$ cat config.mk
export PLATFORM = sky130hd
export DESIGN_NAME = dds_dac_spi_tx_flat
export DESIGN_NICKNAME = d
export VERILOG_FILES = /design/src/rtl/dds_dac_pkg.sv /design/src/rtl/dds_dac_spi_tx_if.sv /design/src/rtl/dac_sclk_div.sv /design/src/rtl/dds_dac_spi_tx.sv /design/src/flat_wrapper.sv
export SDC_FILE = /design/constraint.sdc
export NUM_CORES = 1
export LEC_CHECK = 0
export CELL_PAD_IN_SITES_DETAIL_PLACEMENT = 1
export CELL_PAD_IN_SITES_GLOBAL_PLACEMENT = 1
export CORE_ASPECT_RATIO = 1.2
export CORE_MARGIN = 2
export CORE_UTILIZATION = 45
export CTS_CLUSTER_SIZE = 20
export DETAILED_ROUTE_END_ITERATION = 8
export PLACE_DENSITY_LB_ADDON = 0.1
export SETUP_SLACK_MARGIN = 0.3
export SYNTH_ARGS = -nofsm -noshare
export SYNTH_HDL_FRONTEND = slang
export SYNTH_SLANG_ARGS = --single-unit
$ cat constraint.sdc
create_clock -name clk -period 2.9 [get_ports clk]
set_clock_uncertainty 0.1 [all_clocks]
set_input_delay 0.87 -clock clk [delete_from_list [all_inputs] [get_ports clk]]
set_output_delay 0.87 -clock clk [all_outputs]
set_load 0.02 [all_outputs]
$ cat src/rtl/dds_dac_pkg.sv
// Shared types and constants for the DDS-to-DAC SPI serialiser.
// The optional DAC_CHG_ONLY_EN build macro is handled in dds_dac_spi_tx.sv.
package dds_dac_pkg;

  typedef enum logic [1:0] {IDLE, SHIFT, GAP} dac_state_t;

  localparam int FRAME_W = 16;

  localparam logic [3:0] DAC_CTRL_FAST = 4'b1100;
  localparam logic [3:0] DAC_CTRL_SLOW = 4'b0100;

endpackage

$ cat src/rtl/dds_dac_spi_tx_if.sv
// Sample handshake plus the DAC SPI pins, bundled for the serialiser.
// The master side feeds samples and watches the SPI pins; the slave side is the serialiser.
interface dds_dac_spi_tx_if #(
  parameter int DATA_W = 12
);

  logic [DATA_W-1:0] din;
  logic              din_valid;
  logic              din_ready;
  logic              dac_sclk;
  logic              dac_cs_n;
  logic              dac_din;
  logic              frame_done;

  modport master (
    output din, din_valid,
    input  din_ready, dac_sclk, dac_cs_n, dac_din, frame_done
  );

  modport slave (
    input  din, din_valid,
    output din_ready, dac_sclk, dac_cs_n, dac_din, frame_done
  );

endinterface

$ cat src/rtl/dac_sclk_div.sv
// SCLK generator for the DAC serialiser: divides clk by CLK_DIV per half-period,
// produces one-cycle rise/fall enables and the registered SCLK level.
// It is held in reset (counter cleared, SCLK low) whenever i_enable is low.
module dac_sclk_div #(
  parameter int CLK_DIV = 4
) (
  input  logic clk,
  input  logic rst_n,
  input  logic i_enable,
  output logic o_riseTick,
  output logic o_fallTick,
  output logic o_sclk
);

  localparam int CNT_W = $clog2(CLK_DIV + 1);

  logic [CNT_W-1:0] r_cnt;
  logic             r_sclk;
  logic             w_halfDone;

  assign w_halfDone = i_enable && (r_cnt == CNT_W'(CLK_DIV - 1));
  assign o_riseTick = w_halfDone && !r_sclk;
  assign o_fallTick = w_halfDone && r_sclk;
  assign o_sclk     = r_sclk;

  // Count out each half-period and toggle SCLK at its end; idle low when disabled
  always_ff @(posedge clk or negedge rst_n) begin
    if (!rst_n) begin
      r_cnt  <= '0;
      r_sclk <= 1'b0;
    end else if (!i_enable) begin
      r_cnt  <= '0;
      r_sclk <= 1'b0;
    end else if (w_halfDone) begin
      r_cnt  <= '0;
      r_sclk <= ~r_sclk;
    end else begin
      r_cnt <= r_cnt + 1'b1;
    end
  end

endmodule

$ cat src/rtl/dds_dac_spi_tx.sv
// Serialises DDS samples into {CTRL_NIBBLE, sample} SPI frames for an external DAC,
// MSB first, framed by CS_n, with a valid/ready sample handshake.
// Build option: define DAC_CHG_ONLY_EN to skip frames whose sample equals the last one sent.
module dds_dac_spi_tx
  import dds_dac_pkg::*;
#(
  parameter int         DATA_W      = 12,
  parameter int         CLK_DIV     = 4,
  parameter int         CS_GAP      = 2,
  parameter logic [3:0] CTRL_NIBBLE = DAC_CTRL_FAST
) (
  input  logic             clk,
  input  logic             rst_n,
  dds_dac_spi_tx_if.slave  bus
);

  localparam int SHIFT_W = DATA_W + 4;
  localparam int GAP_W   = $clog2(CS_GAP + 1);

  dac_state_t         r_state;
  logic [SHIFT_W-1:0] r_shreg;
  logic [3:0]         r_bitCnt;
  logic               r_lastBit;
  logic [GAP_W-1:0]   r_gapCnt;
  logic               r_csN;
  logic               r_dinReady;
  logic               r_frameDone;

  logic w_riseTick;
  logic w_fallTick;
  logic w_sclk;
  logic w_accept;
  logic w_sendFrame;

  assign w_accept = (r_state == IDLE) && r_dinReady && bus.din_valid;

  dac_sclk_div #(
    .CLK_DIV (CLK_DIV)
  ) u_sclkDiv (
    .clk        (clk),
    .rst_n      (rst_n),
    .i_enable   (r_state == SHIFT),
    .o_riseTick (w_riseTick),
    .o_fallTick (w_fallTick),
    .o_sclk     (w_sclk)
  );

`ifdef DAC_CHG_ONLY_EN
  logic [DATA_W-1:0] r_lastSent;
  logic              r_haveSent;

  assign w_sendFrame = !r_haveSent || (bus.din != r_lastSent);

  // Remember the last sample that went out so repeats can be swallowed
  always_ff @(posedge clk or negedge rst_n) begin
    if (!rst_n) begin
      r_lastSent <= '0;
      r_haveSent <= 1'b0;
    end else if (w_accept && w_sendFrame) begin
      r_lastSent <= bus.din;
      r_haveSent <= 1'b1;
    end
  end
`else
  assign w_sendFrame = 1'b1;
`endif

  // Frame sequencer: accept in IDLE, shift on SCLK falls, hold CS_n high for the gap
  always_ff @(posedge clk or negedge rst_n) begin
    if (!rst_n) begin
      r_state     <= IDLE;
      r_shreg     <= '0;
      r_bitCnt    <= '0;
      r_lastBit   <= 1'b0;
      r_gapCnt    <= '0;
      r_csN       <= 1'b1;
      r_dinReady  <= 1'b0;
      r_frameDone <= 1'b0;
    end else begin
      r_frameDone <= 1'b0;
      case (r_state)
        IDLE: begin
          r_dinReady <= 1'b1;
          if (w_accept && w_sendFrame) begin
            r_shreg    <= {CTRL_NIBBLE, bus.din};
            r_bitCnt   <= '0;
            r_lastBit  <= 1'b0;
            r_csN      <= 1'b0;
            r_dinReady <= 1'b0;
            r_state    <= SHIFT;
          end
        end
        SHIFT: begin
          if (w_riseTick && (r_bitCnt == 4'(SHIFT_W - 1))) begin
            r_lastBit <= 1'b1;
          end
          if (w_fallTick) begin
            if (r_lastBit) begin
              r_shreg     <= '0;
              r_csN       <= 1'b1;
              r_frameDone <= 1'b1;
              r_gapCnt    <= '0;
              r_state     <= GAP;
            end else begin
              r_shreg  <= {r_shreg[SHIFT_W-2:0], 1'b0};
              r_bitCnt <= r_bitCnt + 1'b1;
            end
          end
        end
        GAP: begin
          if (r_gapCnt == GAP_W'(CS_GAP - 1)) begin
            r_dinReady <= 1'b1;
            r_state    <= IDLE;
          end else begin
            r_gapCnt <= r_gapCnt + 1'b1;
          end
        end
        default: r_state <= IDLE;
      endcase
    end
  end

  assign bus.din_ready  = r_dinReady;
  assign bus.dac_sclk   = w_sclk;
  assign bus.dac_cs_n   = r_csN;
  assign bus.dac_din    = r_shreg[SHIFT_W-1];
  assign bus.frame_done = r_frameDone;

endmodule

$ cat src/flat_wrapper.sv
// flat-port wrapper written by rule: the top's interface ports become plain ports
module dds_dac_spi_tx_flat import dds_dac_pkg::*;
#(
  parameter int         DATA_W      = 12,
  parameter int         CLK_DIV     = 4,
  parameter int         CS_GAP      = 2,
  parameter logic [3:0] CTRL_NIBBLE = DAC_CTRL_FAST
)
  (clk, rst_n, bus_din, bus_din_valid, bus_din_ready, bus_dac_sclk, bus_dac_cs_n, bus_dac_din, bus_frame_done);
  dds_dac_spi_tx_if #(.DATA_W(DATA_W)) bus_i ();
  input  logic clk;
  input  logic rst_n;
  input wire logic [$bits(bus_i.din)-1:0] bus_din;
  input wire logic [$bits(bus_i.din_valid)-1:0] bus_din_valid;
  output wire logic [$bits(bus_i.din_ready)-1:0] bus_din_ready;
  output wire logic [$bits(bus_i.dac_sclk)-1:0] bus_dac_sclk;
  output wire logic [$bits(bus_i.dac_cs_n)-1:0] bus_dac_cs_n;
  output wire logic [$bits(bus_i.dac_din)-1:0] bus_dac_din;
  output wire logic [$bits(bus_i.frame_done)-1:0] bus_frame_done;
  assign bus_i.din = bus_din;
  assign bus_i.din_valid = bus_din_valid;
  assign bus_din_ready = bus_i.din_ready;
  assign bus_dac_sclk = bus_i.dac_sclk;
  assign bus_dac_cs_n = bus_i.dac_cs_n;
  assign bus_dac_din = bus_i.dac_din;
  assign bus_frame_done = bus_i.frame_done;
  dds_dac_spi_tx #(.DATA_W(DATA_W), .CLK_DIV(CLK_DIV), .CS_GAP(CS_GAP), .CTRL_NIBBLE(CTRL_NIBBLE)) u_core (.clk(clk), .rst_n(rst_n), .bus(bus_i));
endmodule
==> results of run 1 <==
-- cell type report --
class / count / area [um2] / area share
Multi-Input combinational cell: 92 / 716.9 / 0.3659
Clock inverter: 2 / 10.01 / 0.005109
Sequential cell: 32 / 802.0 / 0.4093
Timing Repair Buffer: 24 / 227.7 / 0.1162
Tap cell: 39 / 48.80 / 0.02490
Inverter: 19 / 71.32 / 0.03640
Clock buffer: 6 / 82.58 / 0.04215
-- worst max-delay path by stage --
stage | start | end | slack [ns] | cells past startpoint
after global placement | bus_din_valid | u_core.r_shreg[3] | 0.45 | 5
after detailed placement | bus_din_valid | u_core.r_shreg[1] | 0.36 | 5
final | u_core.bus.dac_cs_n | bus_dac_cs_n | 0.51 | 1
after global routing | u_core.bus.dac_cs_n | bus_dac_cs_n | 0.47 | 1
after floorplan | bus_din_valid | u_core.r_shreg[12] | 0.98 | 3
after CTS | u_core.bus.dac_cs_n | bus_dac_cs_n | 0.50 | 1
-- stage by stage --
stage	hold WS, ns	area, um2	power (mW)
floorplan	0.3192	1638	1.302
global route	0.3744	1959	2.032
global placement	0.3353	1867	1.480
finish	0.3508	1959	1.881
CTS	0.3573	1959	1.909
detailed placement	0.3484	1867	1.538
-- logic make-up after synthesis --
group / Yosys count / share of synthesized area
simple gates: 45 / 0.1948
buf+inv: 28 / 0.07258
fa+ha+maj: 3 / 0.02292
flops: 32 / 0.4897
mux: 19 / 0.1184
xor+xnor: 2 / 0.01070
compound gates: 23 / 0.09092
-- sequential cells by signal (all words and copies together), names as in the netlist --
| signal | cells |
|---|---|
| u_core.bus.dac_cs_n | 1 |
| u_core.bus.din_ready | 1 |
| u_core.bus.frame_done | 1 |
| u_core.r_bitCnt | 4 |
| u_core.r_gapCnt | 2 |
| u_core.r_lastBit | 1 |
| u_core.r_shreg | 16 |
| u_core.r_state | 2 |
| u_core.u_sclkDiv.o_sclk | 1 |
| u_core.u_sclkDiv.r_cnt | 3 |
-- power breakdown --
group	internal [mW]	leakage [nW]	switching, mW
registers	0.608	0.410	0.141
clock network	0.189	0.0510	0.175
logic	0.389	0.446	0.379
total	1.19	0.908	0.695
-- layer usage --
layer  part of all wire  vias up  routed length (um)  global-route usage
met5                  0        -                   0                   0
met4              0.017        0                  63             0.07576
met3              0.029        8                 107             0.06111
met2               0.48       15                1749              0.3247
met1               0.47      594                1726              0.2647
li1                   -      569                   -                   -
-- cell usage in the layout, fill, tap and decap left out, drive strengths merged, types with 2 or more instances in the layout --
cell	n
a21oi	13
a22o	2
buf	5
clkbuf	6
clkdlybuf4s50	19
clkinv	2
dfrtp	31
ha	3
inv	19
mux2	3
mux2i	16
nand2	6
nand2b	2
nand3	3
nand3b	2
nor2	5
nor2b	3
nor3	4
nor3b	2
nor4bb	11
o21ai	4
==> flow_summary_export.csv, run 1 <==
group,metric,value,unit
timing,hold_violations,0,
timing,worst_slew_pin_slew,0.6625,ns
worst_setup_path,crit_family,"buffers and inverters",
hold_path,hp-class,"reg -> reg",
yosys,synthCells,152,
global_route,grt_max_degree,33,
cts,cts_repair_resize_count,0,
route,vias_per_cell,5.542,
worst_setup_path,critPathMaxFanout,2,
cts,hold_buffers,0,
worst_setup_path,regToRegStartpoint,"u_core.r_state[0]",
cts,cts_buffers,5,
finish,antenna_cells,0,
worst_setup_path,rrSetupSlack,0.97,ns
global_route,globalRouteTotalUtil,0.2063,
yosys,yosys_warnings,0,
timing,finalSetupViolCount,0,
job,drv_cap,0,
place,dpl.hpwl,2571,um
timing,fin_crit,2.388,ns
timing,slew_headroom,0.5583,
worst_setup_path,rr_endpoint,"u_core.r_bitCnt[1]",
floorplan,pin_count,20,
route,ant_nets,0,
cts,clk_latency,0.29,ns
global_route,antenna_found_initial,0,
worst_setup_path,crit_buf_inv,1,
global_route,grt_overflow_total,0,
cts,cts_tree,"done",
yosys,ys_seq_elements,32,
pwr,p_per_area,960.1,mW/mm2
timing,final.setup.worst_slack,0.5118,ns
global_route,grt_pass1_wl,6299,um
worst_setup_path,cp-end-kind,"primary output",
hold_path,holdCritStartpoint,"u_core.u_sclkDiv.r_cnt[0]",
finish,syn_to_final_growth,19.63,%
floorplan,dieArea,0.004140,mm2
finish,instances_no_fill,214,
finish,drive_above_1_share,0.1143,
timing,setup_tns,0,ns
route,dr_total_vias,1186,
global_route,grt_pass1_vias,1292,
cts,cts-root-buf,"clkbuf_8",
route,drt_iter0_markers,57,
yosys,syn_nets,170,
worst_setup_path,start_kind,"flip-flop",
place,placed_cells,206,
floorplan,die-width,59.07,um
cts,cts_setup_buffers,0,
yosys,ys_seq_area_frac,0.4897,
yosys,syn_area_per_cell,10.78,um2
worst_setup_path,path_class,"reg -> out",
worst_setup_path,r2r_cells,3,
cts,htree_levels,2,
yosys,syn-cell-area,0.001638,mm2
worst_setup_path,cpMaxStageDelayCell,"clkdlybuf4s50_1",
floorplan,row_count,24,
worst_setup_path,required,1.93,ns
pwr,ir_worst_vdd,391.2,uV
route,first_pass_iters,3,
hold_path,whs_path_depth,1,
yosys,synthTopCellsByCount,"31 x dfrtp_1, 19 x inv_1, 16 x mux2i_1, 12 x a21oi_1, 11 x nor4bb_1",
finish,utilization,0.5483,
cts,cts.sink_count,32,
floorplan,core_area,0.003573,mm2
timing,timing.fmax,0.4187,GHz
worst_setup_path,max_stage_delay,0.60,ns
cts,cts_buffer_depth,2,
hold_path,hold_end,"u_core.u_sclkDiv.r_cnt[0]",
worst_setup_path,worstPathArrival,1.42,ns
route,drc,0,
yosys,synth.area.top_cells,"dfrtp_1 47%, mux2i_1 9.8%, nor4bb_1 6.7%, inv_1 4.4%, a21oi_1 3.7%",
timing,maxSlewViolCount,0,
floorplan,start_util,0.4583,
yosys,yosys.area.top_type,"dfrtp_1",
floorplan,die_h,70.09,um
timing,rsz0062_at_grt,"no",
yosys,ys.flop_type,"dfrtp_1",
yosys,synth-edff-count,0,
yosys,async_reset_ff_frac,1.000,
place,dp_slack,0.3621,ns
route,wl_per_cell,17.04,um
yosys,synth_cell_types,37,
place,finalWeightedCongestion,0.7399,
finish,nets,192,
cts,path_clk_slew,0.07,ns
route,wl,3647,um
outcome,outcome,"finished, final reports clean",
pwr,p_leak,0.9077,nW
worst_setup_path,crit_chain,"clkdlybuf4s50_1",
yosys,yosys.area.top_type_share,0.4736,
finish,fill_cells,393,
yosys,synth_most_common_cell,"dfrtp_1",
place,port_buffers,19,
timing,fin_crit_sh,0.8235,
Power figures use the tool's default switching activity.
==> run 2, diff against run 1 <==
--- a/config.mk
+++ b/config.mk
@@ -9,7 +9,7 @@
 export CELL_PAD_IN_SITES_GLOBAL_PLACEMENT = 1
 export CORE_ASPECT_RATIO = 1.2
 export CORE_MARGIN = 2
-export CORE_UTILIZATION = 45
+export CORE_UTILIZATION = 43
 export CTS_CLUSTER_SIZE = 20
 export DETAILED_ROUTE_END_ITERATION = 8
 export PLACE_DENSITY_LB_ADDON = 0.1
==> constraint.sdc (replaced) <==
create_clock -name clk -period 2.45 [get_ports clk]
set_clock_uncertainty 0.1 [all_clocks]
set_input_delay 0.735 -clock clk [delete_from_list [all_inputs] [get_ports clk]]
set_output_delay 0.735 -clock clk [all_outputs]
set_load 0.02 [all_outputs]
==> run 2 against run 1 <==
Effect of this change:
- cell count rose by 7.0%
- count of clock-buffer cells in the layout rose by 2
- sequential power is 19% higher
- die area up 4.4%
- register-to-register slack got worse by 0.48 ns
- sequential cell count is the same
- critical path type unchanged
- worst setup slack worse by 0.14 ns
- combinational power increased by 19%
- hold slack improved by 0.0031 ns
- largest power group unchanged
- sequential share of layout area decreased by 0.52 points
- via count up 0.76%
- largest cell class unchanged
==> flow_summary_export.csv, run 2 (synthesized netlist as in run 1, its figures left out) <==
group,metric,value,unit
worst_setup_path,crit_family,"buffers and inverters",
cts,path_clk_slew,0.06,ns
route,vias_per_cell,5.218,
pwr,p_leak,0.9172,nW
worst_setup_path,crit_buf_inv,1,
finish,final_common_cell,"dfrtp_1",
route,wl_per_cell,15.76,um
worst_setup_path,start_kind,"flip-flop",
pwr,ir_worst_vdd,429.9,uV
finish,nets,194,
floorplan,die-width,60.34,um
worst_setup_path,worstPathArrival,1.25,ns
timing,hold_violations,0,
hold_path,whs_path_depth,1,
route,wl,3609,um
worst_setup_path,regToRegStartpoint,"u_core.r_state[0]",
global_route,grt_overflow_total,0,
global_route,grt_pass1_vias,1277,
timing,setup_tns,0,ns
timing,worst_slew_pin_slew,0.7179,ns
hold_path,holdCritStartpoint,"u_core.u_sclkDiv.r_cnt[0]",
place,dpl.hpwl,2509,um
timing,rsz0062_at_grt,"no",
timing,fin_crit,2.081,ns
cts,cts_buffers,5,
floorplan,row_count,24,
finish,regMostFlops,"u_core.r_shreg",
worst_setup_path,max_stage_delay,0.61,ns
worst_setup_path,cp-end-kind,"primary output",
place,finalWeightedCongestion,0.7384,
worst_setup_path,r2r_cells,3,
worst_setup_path,rr_endpoint,"u_core.r_shreg[14]",
worst_setup_path,rrSetupSlack,0.49,ns
floorplan,start_util,0.4508,
finish,final_cell_mix,"31 x dfrtp_1, 19 x inv_1, 16 x mux2i_1, 16 x clkdlybuf4s50_1, 12 x a21oi_1",
timing,fin_crit_sh,0.8496,
route,drc,0,
worst_setup_path,cpMaxStageDelayCell,"clkdlybuf4s50_1",
route,dr_total_vias,1195,
route,first_pass_iters,3,
place,port_buffers,19,
worst_setup_path,crit_chain,"clkdlybuf4s50_1",
cts,cts_tree,"done",
cts,cts-root-buf,"clkbuf_8",
worst_setup_path,required,1.62,ns
worst_setup_path,critPathMaxFanout,2,
global_route,antenna_found_initial,0,
global_route,grt_max_degree,33,
floorplan,pin_count,20,
hold_path,hp-class,"reg -> reg",
finish,drive_above_1_share,0.1130,
finish,syn_to_final_growth,21.16,%
pwr,p_per_area,1120,mW/mm2
floorplan,dieArea,0.004321,mm2
timing,timing.fmax,0.4804,GHz
timing,maxSlewViolCount,0,
route,ant_nets,0,
hold_path,hold_end,"u_core.u_sclkDiv.r_cnt[0]",
cts,htree_levels,2,
cts,cts_buffer_depth,2,
floorplan,core_area,0.003633,mm2
route,drt_iter0_markers,44,
finish,fill_cells,416,
cts,cts.sink_count,32,
timing,slew_headroom,0.5214,
global_route,globalRouteTotalUtil,0.1957,
floorplan,die_h,71.61,um
outcome,outcome,"finished, final reports clean",
finish,antenna_cells,0,
cts,clk_latency,0.28,ns
worst_setup_path,path_class,"reg -> out",
finish,largest_reg_flops,16,
job,drv_cap,0,
worst_setup_path,cp.depth,1,
finish,top_regs,"u_core.r_shreg x16, u_core.r_bitCnt x4, u_core.u_sclkDiv.r_cnt x3",
pwr,finalPower,2.222,mW
global_route,grt_pass1_wl,6196,um
timing,finalSetupViolCount,0,
[run 2: cell types whose count changed in the layout (fill, tap and decap cells not counted), sizes merged]
cell and change:
clkbuf +2, clkinv -2, buf +2, clkdlybuf4s50 -3
dlygate4sd2 +3
[run 2: worst max-delay path by stage]
stage | from | to | slack, ns
2_1_floorplan | bus_din_valid | u_core.r_shreg[12] | 0.66
3_3_place_gp | bus_din_valid | u_core.r_shreg[14] | 0.11
3_5_place_dp | bus_din_valid | u_core.r_shreg[3] | 0.04
4_1_cts | bus_din_valid | u_core.r_shreg[3] | 0.34
5_1_grt | u_core.r_shreg[15] | bus_dac_din | 0.32
6_report | u_core.r_shreg[15] | bus_dac_din | 0.37
[run 2: timing repair]
action / CTS / global route
resized for setup: 3 / 0
pin swaps: 0 / 1
hold buffers: 0 / 0
setup buffers: 0 / 1
endpoints found under the setup margin: 3 / 11
[run 2: power by group]
group,total [mW],switching (mW),internal (mW)
combinational,0.912,0.445,0.467
clock,0.418,0.189,0.229
sequential,0.892,0.172,0.720
[run 2: area by class of cell]
class	count	area [um2]	share of cell area
Clock buffer	8	90.09	0.04540
Inverter	19	71.32	0.03594
Sequential cell	32	802.0	0.4042
Multi-Input combinational cell	92	716.9	0.3613
Tap cell	52	65.06	0.03279
Timing Repair Buffer	26	239.0	0.1204
[run 2: per-layer routing]
metal  vias up  GRT usage  part of all wire
li1        575          -                 -
met1       596     0.2480              0.46
met2        17     0.3128              0.49
met3         7    0.05054             0.029
met4         0    0.08148             0.017
met5         -          0                 0
[run 2: per-stage QoR]
step                hold WS [ns]  utilization  std cells  worst slack (ns)  cell area, um2
CTS                       0.3597       0.5441        228            0.3409            1977
finish                    0.3539       0.5461        229            0.3685            1984
floorplan                 0.3192            -        152            0.6616            1638
global route              0.3909       0.5461        229            0.3225            1984
global placement          0.3319       0.5203        220            0.1123            1891
detailed placement        0.3511       0.5203        220           0.04234            1891
==> run 3, diff against run 2 <==
==> constraint.sdc (replaced) <==
create_clock -name clk -period 2.11 [get_ports clk]
set_clock_uncertainty 0.1 [all_clocks]
set_input_delay 0.633 -clock clk [delete_from_list [all_inputs] [get_ports clk]]
set_output_delay 0.633 -clock clk [all_outputs]
set_load 0.02 [all_outputs]
==> run 3 against run 2 <==
Effect of this change:
- register-to-register slack got worse by 0.09 ns
- cell count increased by 3.1%
- die area unchanged
- critical path depth unchanged
- sequential share of layout area shrank 1.1 points
- utilization up 1.7 points
- worst setup slack worse by 0.099 ns
- global-route usage rose by 0.27 points
- largest cell class unchanged
- highest routed layer unchanged
==> flow_summary_export.csv, run 3 (synthesized netlist as in run 1, its figures left out) <==
group,metric,value,unit
finish,ff_latch_area,803.3,um2
worst_setup_path,cpMaxStageDelayCell,"dfstp_2",
pwr,seq_power_share,0.386,
finish,regMostFlops,"u_core.r_shreg",
pwr,comb_power_share,0.436,
worst_setup_path,worstPathArrival,1.11,ns
place,dpl.hpwl,2597,um
finish,final_cell_mix,"30 x dfrtp_1, 19 x inv_1, 16 x mux2i_1",
place,port_buffers,19,
cts,path_clk_slew,0.06,ns
timing,fin_crit_sh,0.8720,
cts,cts.sink_count,32,
timing,slew_headroom,0.5429,
timing,fin_crit,1.840,ns
finish,multi_input_area,724.4,um2
finish,largest_reg_flops,16,
worst_setup_path,crit_family,"flip-flops",
global_route,grt_pass1_wl,6423,um
route,drt_iter0_markers,42,
timing,timing.fmax,0.5435,GHz
floorplan,core_area,0.003633,mm2
cts,hold_buffers,0,
global_route,grt_overflow_total,0,
global_route,globalRouteTotalUtil,0.1984,
timing,finalSetupViolCount,0,
worst_setup_path,crit_buf_inv,1,
floorplan,pin_count,20,
pwr,ir_worst_vdd,565.2,uV
global_route,grt_pass1_vias,1356,
cts,cts_buffers,5,
worst_setup_path,path_class,"reg -> out",
worst_setup_path,critPathMaxFanout,2,
route,drc,0,
outcome,outcome,"finished, final reports clean",
timing,hold_violations,0,
global_route,gr-usage-met1,0.2564,
hold_path,hp-class,"reg -> reg",
finish,drive_above_1_share,0.1685,
pwr,p_per_area,1288,mW/mm2
finish,syn_to_final_growth,24.83,%
place,finalWeightedCongestion,0.7061,
global_route,use_met3,0.03249,
place,place_area,0.001936,mm2
global_route,busiest_layer,"met2",
floorplan,row_count,24,
timing,rsz0062_at_grt,"yes",
route,vias_per_cell,5.119,
timing,worst_slew_pin_slew,0.6856,ns
global_route,antenna_found_initial,0,
route,dr_total_vias,1208,
global_route,use_met2,0.3394,
route,ant_nets,0,
finish,postLayoutCellArea,0.002044,mm2
route,first_pass_iters,3,
timing,maxSlewViolCount,0,
job,drv_cap,0,
timing,final.setup.worst_slack,0.2700,ns
finish,top_regs,"u_core.r_shreg x16, u_core.r_bitCnt x4, u_core.u_sclkDiv.r_cnt x3",
pwr,clkPwrFrac,0.179,
pwr,p_leak,0.9598,nW
floorplan,die-width,60.34,um
pwr,p_int,1.693,mW
route,wl_per_cell,15.40,um
pwr,switching_share,0.3571,
place,dp_slack,-0.1487,ns
finish,final_common_cell,"dfrtp_1",
floorplan,die_h,71.61,um
worst_setup_path,max_stage_delay,0.53,ns
finish,fill_cells,411,
finish,antenna_cells,0,
worst_setup_path,crit_chain,"clkdlybuf4s15_1",
floorplan,dieArea,0.004321,mm2
cts,clk_latency,0.27,ns
route,wl,3634,um
cts,cts_buffer_depth,2,
global_route,grt_max_degree,33,
cts,cts-root-buf,"clkbuf_8",
worst_setup_path,required,1.38,ns
worst_setup_path,cp-end-kind,"primary output",
finish,nets,201,
cts,htree_levels,2,
pwr,p_sw,0.9403,mW
cts,cts_tree,"done",
worst_setup_path,start_kind,"flip-flop",
floorplan,start_util,0.4508,
-- run 3: changes by cell type in the layout (fill, tap and decap cells not counted), sizes merged --
cell,previous run,this run
clkbuf,8,9
clkdlybuf4s15,0,2
buf,7,14
clkdlybuf4s50,16,13
-- run 3: worst paths after layout --
path,start,to,slack [ns],depth (start not counted)
max in group asynchronous,rst_n,u_core.bus.dac_cs_n,0.92,2
worst min register to register,u_core.u_sclkDiv.r_cnt[0],u_core.u_sclkDiv.r_cnt[0],0.35,1
worst max-delay path,u_core.bus.dac_cs_n,bus_dac_cs_n,0.27,1
min in group asynchronous,rst_n,u_core.r_shreg[13],0.66,2
worst max register to register,u_core.u_sclkDiv.r_cnt[0],u_core.r_shreg[12],0.40,5
worst min-delay path,u_core.u_sclkDiv.r_cnt[0],u_core.u_sclkDiv.r_cnt[0],0.35,1
-- run 3: layer usage --
layer  routed length, um  vias to the layer above  part of all wire
met5                   0                        -                 0
met4                  44                        0             0.012
met3                  88                        5             0.024
met2                1888                       14              0.52
met1                1613                      599              0.44
li1                    -                      590                 -
-- run 3: stage by stage --
stage,power (mW),instances,setup TNS [ns],util,hold slack [ns]
finish,2.634,236,0,0.5627,0.3524
global route,2.863,236,0,0.5627,0.3822
CTS,2.666,236,0,0.5610,0.3530
detailed placement,2.166,226,-1.388,0.5327,0.3445
global placement,2.088,226,-0.8369,0.5327,0.3319
floorplan,1.790,152,0,-,0.2374
-- run 3: final cells by class --
type                       count  share of cell area
clock buffer                   8             0.04406
inverter                      19             0.03488
multi-input combinational     92              0.3543
sequential                    32              0.3929
tap                           52             0.03182
timing repair buffer          33              0.1420
-- run 3: repair_timing --
item / 4_1_cts / 5_1_grt
gates resized for setup: 8 / 6
setup buffers: 2 / 0
setup endpoints to repair: 21 / 11
pin swaps: 1 / 0
cloned: 0 / 0
-- run 3: power by group through the flow --
| stage | sequential, mW | combinational, mW | clock (mW) |
|---|---|---|---|
| 2_1_floorplan | 0.991 | 0.799 | 0 |
| 3_3_place_gp | 1.01 | 1.08 | 0 |
| 3_5_place_dp | 1.03 | 1.14 | 0 |
| 4_1_cts | 1.02 | 1.16 | 0.487 |
| 5_1_grt | 1.05 | 1.30 | 0.513 |
| 6_report | 1.02 | 1.15 | 0.471 |
-- run 3: worst reg2reg max path: stages, from the launching register on --
cell and delay [ns]:
dfrtp_1 0.35, ha_2 0.23, nand3b_4 0.13, a211oi_4 0.31
buf_6 0.15, mux2_2 0.32
==> variant (settings of run 3) <==
The 3 states of `dac_state_t` get a one-hot encoding in 3 bits.
--- a/src/rtl/dds_dac_pkg.sv
+++ b/src/rtl/dds_dac_pkg.sv
@@ -3,5 +3,5 @@
 package dds_dac_pkg;
 
-  typedef enum logic [1:0] {IDLE, SHIFT, GAP} dac_state_t;
+  typedef enum logic [2:0] {IDLE = 3'b001, SHIFT = 3'b010, GAP = 3'b100} dac_state_t;
 
   localparam int FRAME_W = 16;
Formal check against the unedited RTL: same outputs for any inputs over 10 cycles, from zero or initial values and one cycle with rst_n low; not proved beyond that.
==> variant against run 3 <==
Sequential cell count rose by 1; routed wire length up 6.6%; worst setup slack gained 23 ps; count of clock-buffer cells in the layout decreased by 1; cell area grew 8.7%; synthesized area increased by 2.9%; sequential share of layout area is 1.9 points lower; critical path type is now input pin to register; critical endpoint is now u_core.r_shreg[1]$_DFFE_PN0P_; largest cell class unchanged.
Power is not compared: it rests on default switching activity, and its combinational part moved more than twofold at a synthesized area within 25%.
==> variant: results (changes against run 3) <==
* Outcome: completed
* Final nets at 196 (-2.5%)
* GPL Wtd Cong at 0.7195 (+1.9%)
* Filler Cells Inserted at 397 (-3.4%)
* Post-Syn Nets at 163 (-4.1%)
* Vias per cell at 5.225 (+2.1%)
* Clock buf count at 7 (-1)
* Commonest cells post-synth: dfrtp_1 (31), mux2_2 (24), nor2b_1 (12)
* Buffer share of cell area at 0.1712 (+0.02919)
* Post-synthesis xor/xnor area fraction at 0.005197 (-0.005498)
* Worst Max-Slew Pin Slew at 410.2 ps (-275.4 ps)
* Post-synthesis mux area share at 0.1789 (+0.06051)
* Hold slack final at 382.0 ps (+29.64 ps)
* Cells on worst reg2reg path at 6 (+1)
* Cells after synthesis at 145 (-4.6%)
* Critical Path Source: bus_din_valid
* Synth unique cells at 40 (+8.1%)
* Final Non-Filler Cells at 231 (-2.1%)
* Register area at 830.8 µm² (+3.4%)
* Layout area overhead at 31.85%
* Total GRT Usage at 0.2043 (+0.005875)
* Met1 usage at 0.2460 (-0.01043)
* CP endpoint kind: register
* Multi-In Gates at 94 (+2.2%)
* CP max stage cell: mux2_4
* CP Max Fanout at 5 (+3)
* Number of global-route vias before repair at 1265 (-6.7%)
* First-pass GRT wire length at 6341 µm (-1.3%)
* Nonclk buf count at 35 (+6.1%)
* Pin count of the biggest net entering global routing at 34 (+3.0%)
* Placed inst area at 1983 µm² (+2.5%)
* WL/cell at 16.77 µm (+8.9%)
* Top post-synthesis cells by area: dfrtp_1 (46%), mux2_2 (16%), nor2b_1 (4.5%), dfstp_2 (3.1%), ha_1 (2.2%)
* Drt pass-1 iters at 4 (+1)
* Worst r2r dst: u_core.r_shreg[1]$_DFFE_PN0P_
* Initial DRC count at 44 (+4.8%)
* Synthesized-area fraction occupied by adder cells at 0.02227 (-0.0006465)
* Grt met2 use at 0.3345 (-0.004857)
* Post-Place Setup Slack at -183.3 ps (-34.60 ps)
* Max Freq at 550.4 MHz (+1.3%)
* ClkCell Share at 0.04561 (+0.001544)
* Placed Instances at 215 (-4.9%)
* Cell family with most CP delay: buffers and inverters
* DP HPWL at 2310 µm (-11%)
* Multi-input gate share of total cell area at 0.3649 (+0.01052)
* Complex-gate fraction of the synthesized area at 0.08166 (-0.009246)
* Share of layout cells above drive strength 1 at 0.3631 (+0.1947)
* CP peak stage delay at 300 ps (-230 ps)
* Non-clk invs at 9 (-10)
* Biggest regs: u_core.r_shreg: 16 flops, u_core.r_bitCnt: 4 flops
* Design Power at between 1000 and 1500 µW
* Sequential-to-total area share from yosys stat at 0.4915 (+0.001776)
* FFs & Latches at 33 (+3.1%)
* Worst reg-to-reg setup slack at 290 ps (-110 ps)
* Clk Latency, worst-skew pair at 290 ps (+20 ps)
-- variant: cell types whose count changed in the layout (fill, tap and decap cells not counted), moves of 3 or more --
cell / run 3 / this run
inv_1: 19 / 9
buf_4: 13 / 9
mux2i_1: 16 / 2
mux2_2: 3 / 22
a21oi_1: 12 / 1
o21a_1: 0 / 3
nor2b_1: 3 / 12
nor4bb_1: 11 / 0
buf_12: 0 / 3
o22ai_1: 0 / 3
-- variant: timing repair --
action                                  in CTS  in global routing
setup buffers                                5                  1
pin swaps                                    3                  0
resized for setup                           19                  8
cloned                                       2                  0
endpoints found under the setup margin      25                 21
-- variant: worst reg2reg max path, delay by kind of cell (launching register included) --
family                   cells  cell delay [ps]
buffers and inverters        2              270
AND/OR/NAND/NOR              1              210
multiplexers                 1              300
AO/OA/AOI/OAI                1              250
adder cells (fa/ha/maj)      1              170
flip-flops                   1              410
-- variant: routing by layer --
layer  up-vias  wire length (µm)
met3         6               126
met4         0                61
li1        572                 -
met2        19              2010
met1       610              1675
met5         -                 0
